<file path="src/rtl/spram_arbiter.sv">
// spram_arbiter
//   Shares one internal single-port RAM (WIDTH x DEPTH, async read, sync
//   write) between two requesters, A and B, with round-robin arbitration.
//
//   Optional feature: define SPRAM_ARB_CLEAR_EN to zero the RAM after every
//   reset before requests are accepted.
//
//   Ports
//     clock, reset            rising-edge clock, async active-high reset
//     x_valid / x_ready       request handshake (x = a or b)
//     x_we                    1 = write, 0 = read
//     x_address / x_data      word address / write data
//     x_rvalid / x_Q          one-cycle read-response pulse / registered data
//     busy                    high while requests are not accepted
module spram_arbiter #(
  parameter int WIDTH = 8,
  parameter int DEPTH = 10,
  parameter int AW    = $clog2(DEPTH)
) (
  input  logic             clock,
  input  logic             reset,
  input  logic             a_valid,
  output logic             a_ready,
  input  logic             a_we,
  input  logic [AW-1:0]    a_address,
  input  logic [WIDTH-1:0] a_data,
  output logic             a_rvalid,
  output logic [WIDTH-1:0] a_Q,
  input  logic             b_valid,
  output logic             b_ready,
  input  logic             b_we,
  input  logic [AW-1:0]    b_address,
  input  logic [WIDTH-1:0] b_data,
  output logic             b_rvalid,
  output logic [WIDTH-1:0] b_Q,
  output logic             busy
);

  localparam logic [31:0] DEPTH_U = 32'(DEPTH);

  logic [WIDTH-1:0] r_mem [DEPTH] = '{default: '0};

  logic             r_prefer_b;
  logic             w_run;
  logic             w_grant_a;
  logic             w_grant_b;
  logic             w_contend;
  logic             w_xfer;
  logic             w_req_we;
  logic [AW-1:0]    w_req_addr;
  logic [WIDTH-1:0] w_req_data;
  logic             w_in_range;
  logic [WIDTH-1:0] w_rdata;
  logic             w_mem_we;
  logic [AW-1:0]    w_mem_addr;
  logic [WIDTH-1:0] w_mem_wdata;

`ifdef SPRAM_ARB_CLEAR_EN
  typedef enum logic {ST_CLEAR, ST_RUN} state_t;

  localparam logic [AW-1:0] LAST_ADDR = AW'(DEPTH - 1);

  state_t        r_state;
  state_t        w_state_nxt;
  logic [AW-1:0] r_clr_cnt;
  logic          w_clearing;

  always_ff @(posedge clock or posedge reset) begin
    if (reset) r_state <= ST_CLEAR;
    else       r_state <= w_state_nxt;
  end

  always_comb begin
    w_state_nxt = r_state;
    if (r_state == ST_CLEAR && r_clr_cnt == LAST_ADDR) w_state_nxt = ST_RUN;
  end

  always_comb begin
    w_clearing = (r_state == ST_CLEAR);
    busy       = w_clearing;
  end

  always_ff @(posedge clock or posedge reset) begin
    if (reset)           r_clr_cnt <= '0;
    else if (w_clearing) r_clr_cnt <= r_clr_cnt + AW'(1);
  end

  assign w_run = ~reset & ~w_clearing;
`else
  assign busy  = 1'b0;
  assign w_run = ~reset;
`endif

  // A wins unless B is also valid and the pointer prefers B; mirror for B,
  // so the two grants are mutually exclusive by construction.
  assign w_grant_a = w_run & a_valid & (~b_valid | ~r_prefer_b);
  assign w_grant_b = w_run & b_valid & (~a_valid |  r_prefer_b);
  assign w_contend = w_run & a_valid & b_valid;
  assign w_xfer    = w_grant_a | w_grant_b;

  assign a_ready = w_grant_a;
  assign b_ready = w_grant_b;

  assign w_req_we   = w_grant_b ? b_we      : a_we;
  assign w_req_addr = w_grant_b ? b_address : a_address;
  assign w_req_data = w_grant_b ? b_data    : a_data;
  assign w_in_range = 32'(w_req_addr) < DEPTH_U;
  assign w_rdata    = w_in_range ? r_mem[w_req_addr] : '0;

  always_comb begin
    w_mem_we    = w_xfer & w_req_we & w_in_range;
    w_mem_addr  = w_req_addr;
    w_mem_wdata = w_req_data;
`ifdef SPRAM_ARB_CLEAR_EN
    if (w_clearing) begin
      w_mem_we    = 1'b1;
      w_mem_addr  = r_clr_cnt;
      w_mem_wdata = '0;
    end
`endif
  end

  always_ff @(posedge clock) begin
    if (w_mem_we) r_mem[w_mem_addr] <= w_mem_wdata;
  end

  // Pointer only moves when both sides competed for the grant.
  always_ff @(posedge clock or posedge reset) begin
    if (reset)          r_prefer_b <= 1'b0;
    else if (w_contend) r_prefer_b <= ~r_prefer_b;
  end

  always_ff @(posedge clock or posedge reset) begin
    if (reset) begin
      a_rvalid <= 1'b0;
      a_Q      <= '0;
      b_rvalid <= 1'b0;
      b_Q      <= '0;
    end else begin
      a_rvalid <= w_grant_a & ~a_we;
      b_rvalid <= w_grant_b & ~b_we;
      if (w_grant_a & ~a_we) a_Q <= w_rdata;
      if (w_grant_b & ~b_we) b_Q <= w_rdata;
    end
  end

endmodule

</file>
<file path="config.mk">
export PLATFORM = sky130hd
export DESIGN_NAME = spram_arbiter
export DESIGN_NICKNAME = d
export VERILOG_FILES = /design/src/rtl/spram_arbiter.sv
export SDC_FILE = /design/constraint.sdc
export NUM_CORES = 1
export LEC_CHECK = 0
export CORE_ASPECT_RATIO = 0.8
export CORE_MARGIN = 8
export CORE_UTILIZATION = 55
export DETAILED_ROUTE_END_ITERATION = 16
export PLACE_DENSITY = 0.79
export SLEW_MARGIN = 20
export SYNTH_ARGS = -nofsm -noshare
export SYNTH_HDL_FRONTEND = slang
export SYNTH_SLANG_ARGS = --single-unit
</file>
<file path="constraint.sdc">
create_clock -name clock -period 2.65 [get_ports clock]
set_input_delay 0.3975 -clock clock [delete_from_list [all_inputs] [get_ports clock]]
set_output_delay 0.3975 -clock clock [all_outputs]
set_load 0.02 [all_outputs]
</file>
==> reports/qor.txt, run 1 <==
status -> completed
WHS Endpoint -> b_Q[1]
final period utilization -> 0.938
headroom to the max-slew limit -> 0.548
leakage -> 2.01 nW
I/O pin count -> 51
#FFs+latches synth -> 99
Crit-path slowest cell -> clkdlybuf4s50_1
Mapped Cells -> 315
Design Area, Final -> 5310 um2
ant diodes -> 0
RSZ-0062 raised after global routing -> false
drt pass-1 iters -> 6
die area -> 10700 um2
Placer Congestion -> 0.865
wire per inst -> 18.8 um
synthesized area per cell -> 13.4 um2
CP Cell Sequence -> clkdlybuf4s50_1, nor2b_1, nand2_2, inv_2, buf_4, clkdlybuf4s50_1
total gr overflow -> 0
Routed WL -> 9.60 mm
max incr delay on CP -> 620 ps
count of final hold-check violations -> 0
Worst Hold Class -> reg -> reg
max_cap viols -> 0
setup TNS -> 0 ps
CP bufs+invs -> 4
die height -> 94.3 um
CTS max path bufs -> 2
Worst Path Max Fanout -> 4
IR drop worst, VDD -> 0.383 mV
row cnt -> 28
cell area after synthesis -> 4210 um2
DRT antenna net count -> 0
FF-to-FF setup slack -> 360 ps
pwr dens -> 747 nW/um2
worst hold slack -> 488 ps
CTS root buffer -> clkbuf_8
r2r startpoint -> r_prefer_b
register area share after synthesis -> 0.683
clock latency on the worst-skew pair -> 360 ps
Final HPWL DP -> 7.00 mm
fin util -> 0.715
synthesis-to-finish area growth -> 26.1%
largest net degree at the start of global routing -> 20
DR vias -> 2955
fin nets -> 431
hold depth -> 2
CP endpoint kind -> output port
Post-CTS Hold Buffers -> 0
Final setup viols -> 0
TritonCTS clock tree -> yes
first-pass GRT wire length -> 15.6 mm
minimum clock period -> 2490 ps
vias per std cell -> 5.78
Tightest Pin Transition -> 678 ps
antenna violations before repair -> 0
Tot GR Track Use -> 0.188
Post-CTS Setup Bufs -> 0
Worst EP required -> 2250 ps
cts repair resizes -> 0
Slew Limit Fails -> 0
Remaining DRCs -> 0
Hold Startpoint -> b_Q[1]
IO Port Bufs -> 49
distinct cell type count after synthesis -> 44
RR Endpoint -> b_Q[4]
Top Family by Delay on Critical Path -> buffers and inverters
Clock Skew -> 8.89 ps
CP Class -> in -> out
Placed Instance Area -> 5060 um2
drt initial violations -> 374
Worst EP arrival -> 2090 ps
cts bufs inserted -> 9
crit start category -> input port
Post-Syn Nets -> 345
yosys synthesis warning count -> 0
Clock transition at path regs -> 100 ps
die width -> 114 um
Fmax -> 402 MHz
Core ar. -> 7430 um2
Initial Util -> 0.567
vias in the first global route -> 3014
H-Tree Depth -> 3
TritonCTS sink count -> 99
Most Frequent Cell on Critical Path -> clkdlybuf4s50_1
share of layout cells above drive strength 1 -> 0.163
r2r worst-path depth -> 6
[power breakdown]
| group | internal [mW] | switching (mW) | total [mW] |
|---|---|---|---|
| Clock | 0.636 | 0.523 | 1.16 |
| Sequential | 1.82 | 0.0611 | 1.88 |
| Combinational | 0.415 | 0.511 | 0.925 |
[layer usage]
metal	wire length [um]	part of all wire	GRT usage
met5	0	0	0
met4	68	0.0071	0.0431
met3	831	0.087	0.0578
met2	4410	0.46	0.295
met1	4290	0.45	0.250
[synthesized netlist by cell type, drive strengths merged]
cell / number / area (um2)
a21boi: 3 / 22.5
inv: 6 / 22.5
nor2b: 3 / 18.8
nand3: 8 / 40.0
a211oi: 8 / 60.1
or3: 1 / 6.26
nor4b: 1 / 8.76
a21oi: 2 / 10.0
mux2i: 16 / 173
buf: 11 / 80.1
o41ai: 1 / 27.5
a31oi: 3 / 25.0
or2: 1 / 6.26
dfrtp: 19 / 475
a222oi: 6 / 60.1
o21ai: 7 / 38.8
nand2: 68 / 260
a2111oi: 2 / 17.5
a221o: 7 / 70.1
a211o: 1 / 8.76
and2: 1 / 6.26
nor2: 16 / 60.1
a22oi: 1 / 7.51
o31ai: 15 / 113
nand4b: 1 / 8.76
a32o: 7 / 70.1
a21o: 1 / 7.51
nand4: 4 / 25.0
nor3: 4 / 20.0
a221oi: 1 / 8.76
xnor2: 1 / 8.76
edfxtp: 80 / 2400
conb: 1 / 3.75
clkbuf: 5 / 18.8
nand2b: 1 / 6.26
and3: 1 / 6.26
or2b: 1 / 7.51
[worst min-delay path, stage by stage, from the launching register on]
cell	delay [ps]
dfrtp_1	350
nand2_1	50
o31ai_1	50
[kinds of logic after synthesis]
kind of cell / count (synthesis) / share of synthesized area
simple gates: 111 / 0.114
flops: 99 / 0.683
compound gates: 65 / 0.130
buf+inv: 22 / 0.0288
mux: 16 / 0.0410
xor+xnor: 1 / 0.00208
other cells: 1 / 0.000890
[through the flow]
step	std cells	power (mW)	setup slack [ps]
6_report	511	3.97	164
5_1_grt	511	4.13	62.1
4_1_cts	511	3.99	87.9
3_5_place_dp	495	2.85	-101
3_3_place_gp	495	2.81	33.7
2_1_floorplan	315	2.40	270
[area by class of cell]
type	count	area, um2
repair buffers	91	818
multi-input cells	194	1210
flip-flops and latches	99	2880
well taps	105	131
clock buffers	9	124
inverters	6	22.5
fillers	548	2120
clock inverters	7	124
[cell usage in the layout, fill, tap and decap left out, types with 2 or more instances in the layout]
master           count
a31oi_1              2
a21oi_1              2
a211oi_1             8
nand3_1              8
edfxtp_1            80
inv_1                5
nor3_1               4
buf_4               41
nor2_1              16
dfrtp_1             19
nand2_2              2
a2111oi_0            2
a32o_1               7
nand4_1              4
o21ai_0              3
o31ai_1             15
mux2i_1             15
clkdlybuf4s50_1     49
a221o_1              7
a222oi_1             6
nand2_1             66
a21boi_0             3
nor2b_1              3
clkbuf_8             9
o21ai_1              3
bufinv_16            3
[worst max path at each step]
stage          cells after the start     endpoint  slack (ps)     from
2_1_floorplan                      9  r_mem[8][0]         270  b_valid
3_3_place_gp                       7  r_mem[9][4]          30  b_valid
3_5_place_dp                       8       b_Q[0]        -100  b_valid
4_1_cts                            6      b_ready          90  b_valid
5_1_grt                            6      b_ready          60  b_valid
6_report                           6      b_ready         160  b_valid
[state kept, by name (all words and copies together) (netlist names)]
register    count
b_rvalid        1
a_Q             8
b_Q             8
r_mem          80
r_prefer_b      1
a_rvalid        1
No activity file was read; power rests on OpenSTA's default activity.
==> run 2: changes to the inputs <==
--- a/config.mk
+++ b/config.mk
@@ -8,9 +8,10 @@
 export CORE_ASPECT_RATIO = 0.8
 export CORE_MARGIN = 8
 export CORE_UTILIZATION = 55
+export CTS_CLUSTER_SIZE = 20
 export DETAILED_ROUTE_END_ITERATION = 16
 export PLACE_DENSITY = 0.79
-export SLEW_MARGIN = 20
+export SLEW_MARGIN = 15
 export SYNTH_ARGS = -nofsm -noshare
 export SYNTH_HDL_FRONTEND = slang
 export SYNTH_SLANG_ARGS = --single-unit
==> constraint.sdc (replaced) <==
create_clock -name clock -period 2.65 [get_ports clock]
set_input_delay 0.6625 -clock clock [delete_from_list [all_inputs] [get_ports clock]]
set_output_delay 0.6625 -clock clock [all_outputs]
set_load 0.02 [all_outputs]
==> reports/qor.txt, run 2 (same netlist as run 1, synthesis figures left out) <==
DRT antenna net count -> 0 (unchanged)
first-pass GRT wire length -> 15.9 mm (+2.2%)
Worst Path Max Fanout -> 5 (+1)
fin util -> 0.739 (+0.0236)
Slew Limit Fails -> 0 (unchanged)
Routed WL -> 10.4 mm (+8.4%)
IR drop worst, VDD -> 0.381 mV (-0.56%)
die height -> 94.3 um (unchanged)
row cnt -> 28 (unchanged)
Design Area, Final -> 5490 um2 (+3.3%)
Fmax -> 381 MHz (-5.4%)
Worst EP arrival -> 2860 ps (+770 ps)
count of final hold-check violations -> 0 (unchanged)
Tightest Pin Transition -> 682 ps (+3.79 ps)
Top reg by flops -> r_mem
vias in the first global route -> 3002 (-0.40%)
Tot GR Track Use -> 0.198 (+0.0108)
RSZ-0062 raised after global routing -> true
share of layout cells above drive strength 1 -> 0.215 (+0.0524)
IO Port Bufs -> 49 (unchanged)
cts bufs inserted -> 9 (unchanged)
clock latency on the worst-skew pair -> 360 ps (about the same)
status -> completed
CTS root buffer -> clkbuf_8
die area -> 10700 um2 (unchanged)
commonest non-fill, non-tap cells in the layout -> 80 x edfxtp_1, 66 x nand2_1, 62 x buf_4, 47 x clkdlybuf4s50_1, 19 x dfrtp_1
largest net degree at the start of global routing -> 20 (unchanged)
Core ar. -> 7430 um2 (unchanged)
crit start category -> input port
fin nets -> 453 (+5.1%)
CTS max path bufs -> 2 (unchanged)
ant diodes -> 0 (unchanged)
I/O pin count -> 51 (unchanged)
Remaining DRCs -> 0 (unchanged)
drt pass-1 iters -> 6 (unchanged)
CP endpoint kind -> register
TritonCTS clock tree -> yes
Total Power -> 3.90 mW (-1.6%)
Initial Util -> 0.567 (unchanged)
biggest regs -> r_mem x80, a_Q x8, b_Q x8
Clock Skew -> 10.4 ps (+1.54 ps)
wire per inst -> 19.5 um (+4.0%)
H-Tree Depth -> 3 (unchanged)
Final HPWL DP -> 7.65 mm (+9.2%)
leakage -> 2.13 nW (+6.2%)
minimum clock period -> 2630 ps (+141 ps)
Final setup viols -> 0 (unchanged)
Worst Hold Class -> reg -> reg
worst hold slack -> 487 ps (-0.941 ps)
fillers -> 505 (-7.8%)
commonest non-fill, non-tap cell in the layout -> edfxtp_1
Placed Instance Area -> 5240 um2 (+3.6%)
pwr dens -> 712 nW/um2 (-4.8%)
setup TNS -> 0 ps (unchanged)
Placer Congestion -> 0.903 (+4.4%)
drt initial violations -> 378 (+1.1%)
synthesis-to-finish area growth -> 30.2%
DR vias -> 3095 (+4.7%)
vias per std cell -> 5.81 (+0.41%)
total gr overflow -> 0 (unchanged)
TritonCTS sink count -> 99 (unchanged)
antenna violations before repair -> 0 (unchanged)
max reg flops -> 80 (unchanged)
headroom to the max-slew limit -> 0.545 (-0.00253)
Worst EP required -> 2880 ps (+630 ps)
max_cap viols -> 0 (unchanged)
die width -> 114 um (unchanged)
CP Class -> in -> reg
Clock transition at path regs -> 100 ps (about the same)
final period utilization -> 0.991 (+0.0532)
[run 2: power breakdown]
| group | total, mW | switching [mW] | internal [mW] | leakage, nW |
|---|---|---|---|---|
| registers | 1.89 | 0.0628 | 1.82 | 0.959 |
| logic | 1.00 | 0.537 | 0.466 | 1.06 |
| clock network | 1.01 | 0.552 | 0.463 | 0.109 |
| total | 3.90 | 1.15 | 2.75 | 2.13 |
[run 2: routing by layer]
metal	global-route usage	share of wire
met5	0	0
met4	0.0431	0.012
met3	0.0771	0.13
met2	0.299	0.44
met1	0.266	0.41
[run 2: worst max-delay path, cell delays in order]
cell	delay (ps)
clkdlybuf4s50_1	490
nor2b_1	170
buf_4	150
buf_4	140
o21ai_1	190
nand2_1	200
a2111oi_0	450
buf_4	200
a211o_1	130
o31ai_1	80
[run 2: per-stage QoR]
| stage | instances | setup WS [ps] |
|---|---|---|
| after floorplan | 315 | 4.80 |
| after global placement | 516 | -274 |
| after detailed placement | 516 | -357 |
| after global routing | 533 | -41.0 |
| final | 533 | 23.2 |
| after CTS | 532 | 4.47 |
[run 2: path summary, 6_finish.rpt]
| check | to | slack (ps) | depth (start not counted) | from |
|---|---|---|---|---|
| worst max-delay path | b_Q[0] | 20 | 10 | a_valid |
| worst min-delay path | a_Q[0] | 490 | 2 | a_Q[0] |
| worst max register to register | a_Q[4] | 460 | 9 | r_prefer_b |
| worst min register to register | a_Q[0] | 490 | 2 | a_Q[0] |
| max in group asynchronous | b_Q[3] | 1250 | 3 | reset |
| min in group asynchronous | r_prefer_b | 970 | 3 | reset |
[run 2: final cells by class]
type | instances | area [um2] | share of cell area
clock buffers | 9 | 124 | 0.0226
clock inverters | 7 | 92.6 | 0.0169
inverters | 6 | 22.5 | 0.00411
multi-input cells | 194 | 1230 | 0.225
flip-flops and latches | 99 | 2880 | 0.525
well taps | 105 | 131 | 0.0240
repair buffers | 113 | 1000 | 0.183
[run 2: timing repair]
action | CTS | global route
buffers inserted | 0 | 1
pin swaps | 0 | 1
gates resized for setup | 3 | 3
hold buffers | 0 | 0
endpoints found under the setup margin | 2 | 14
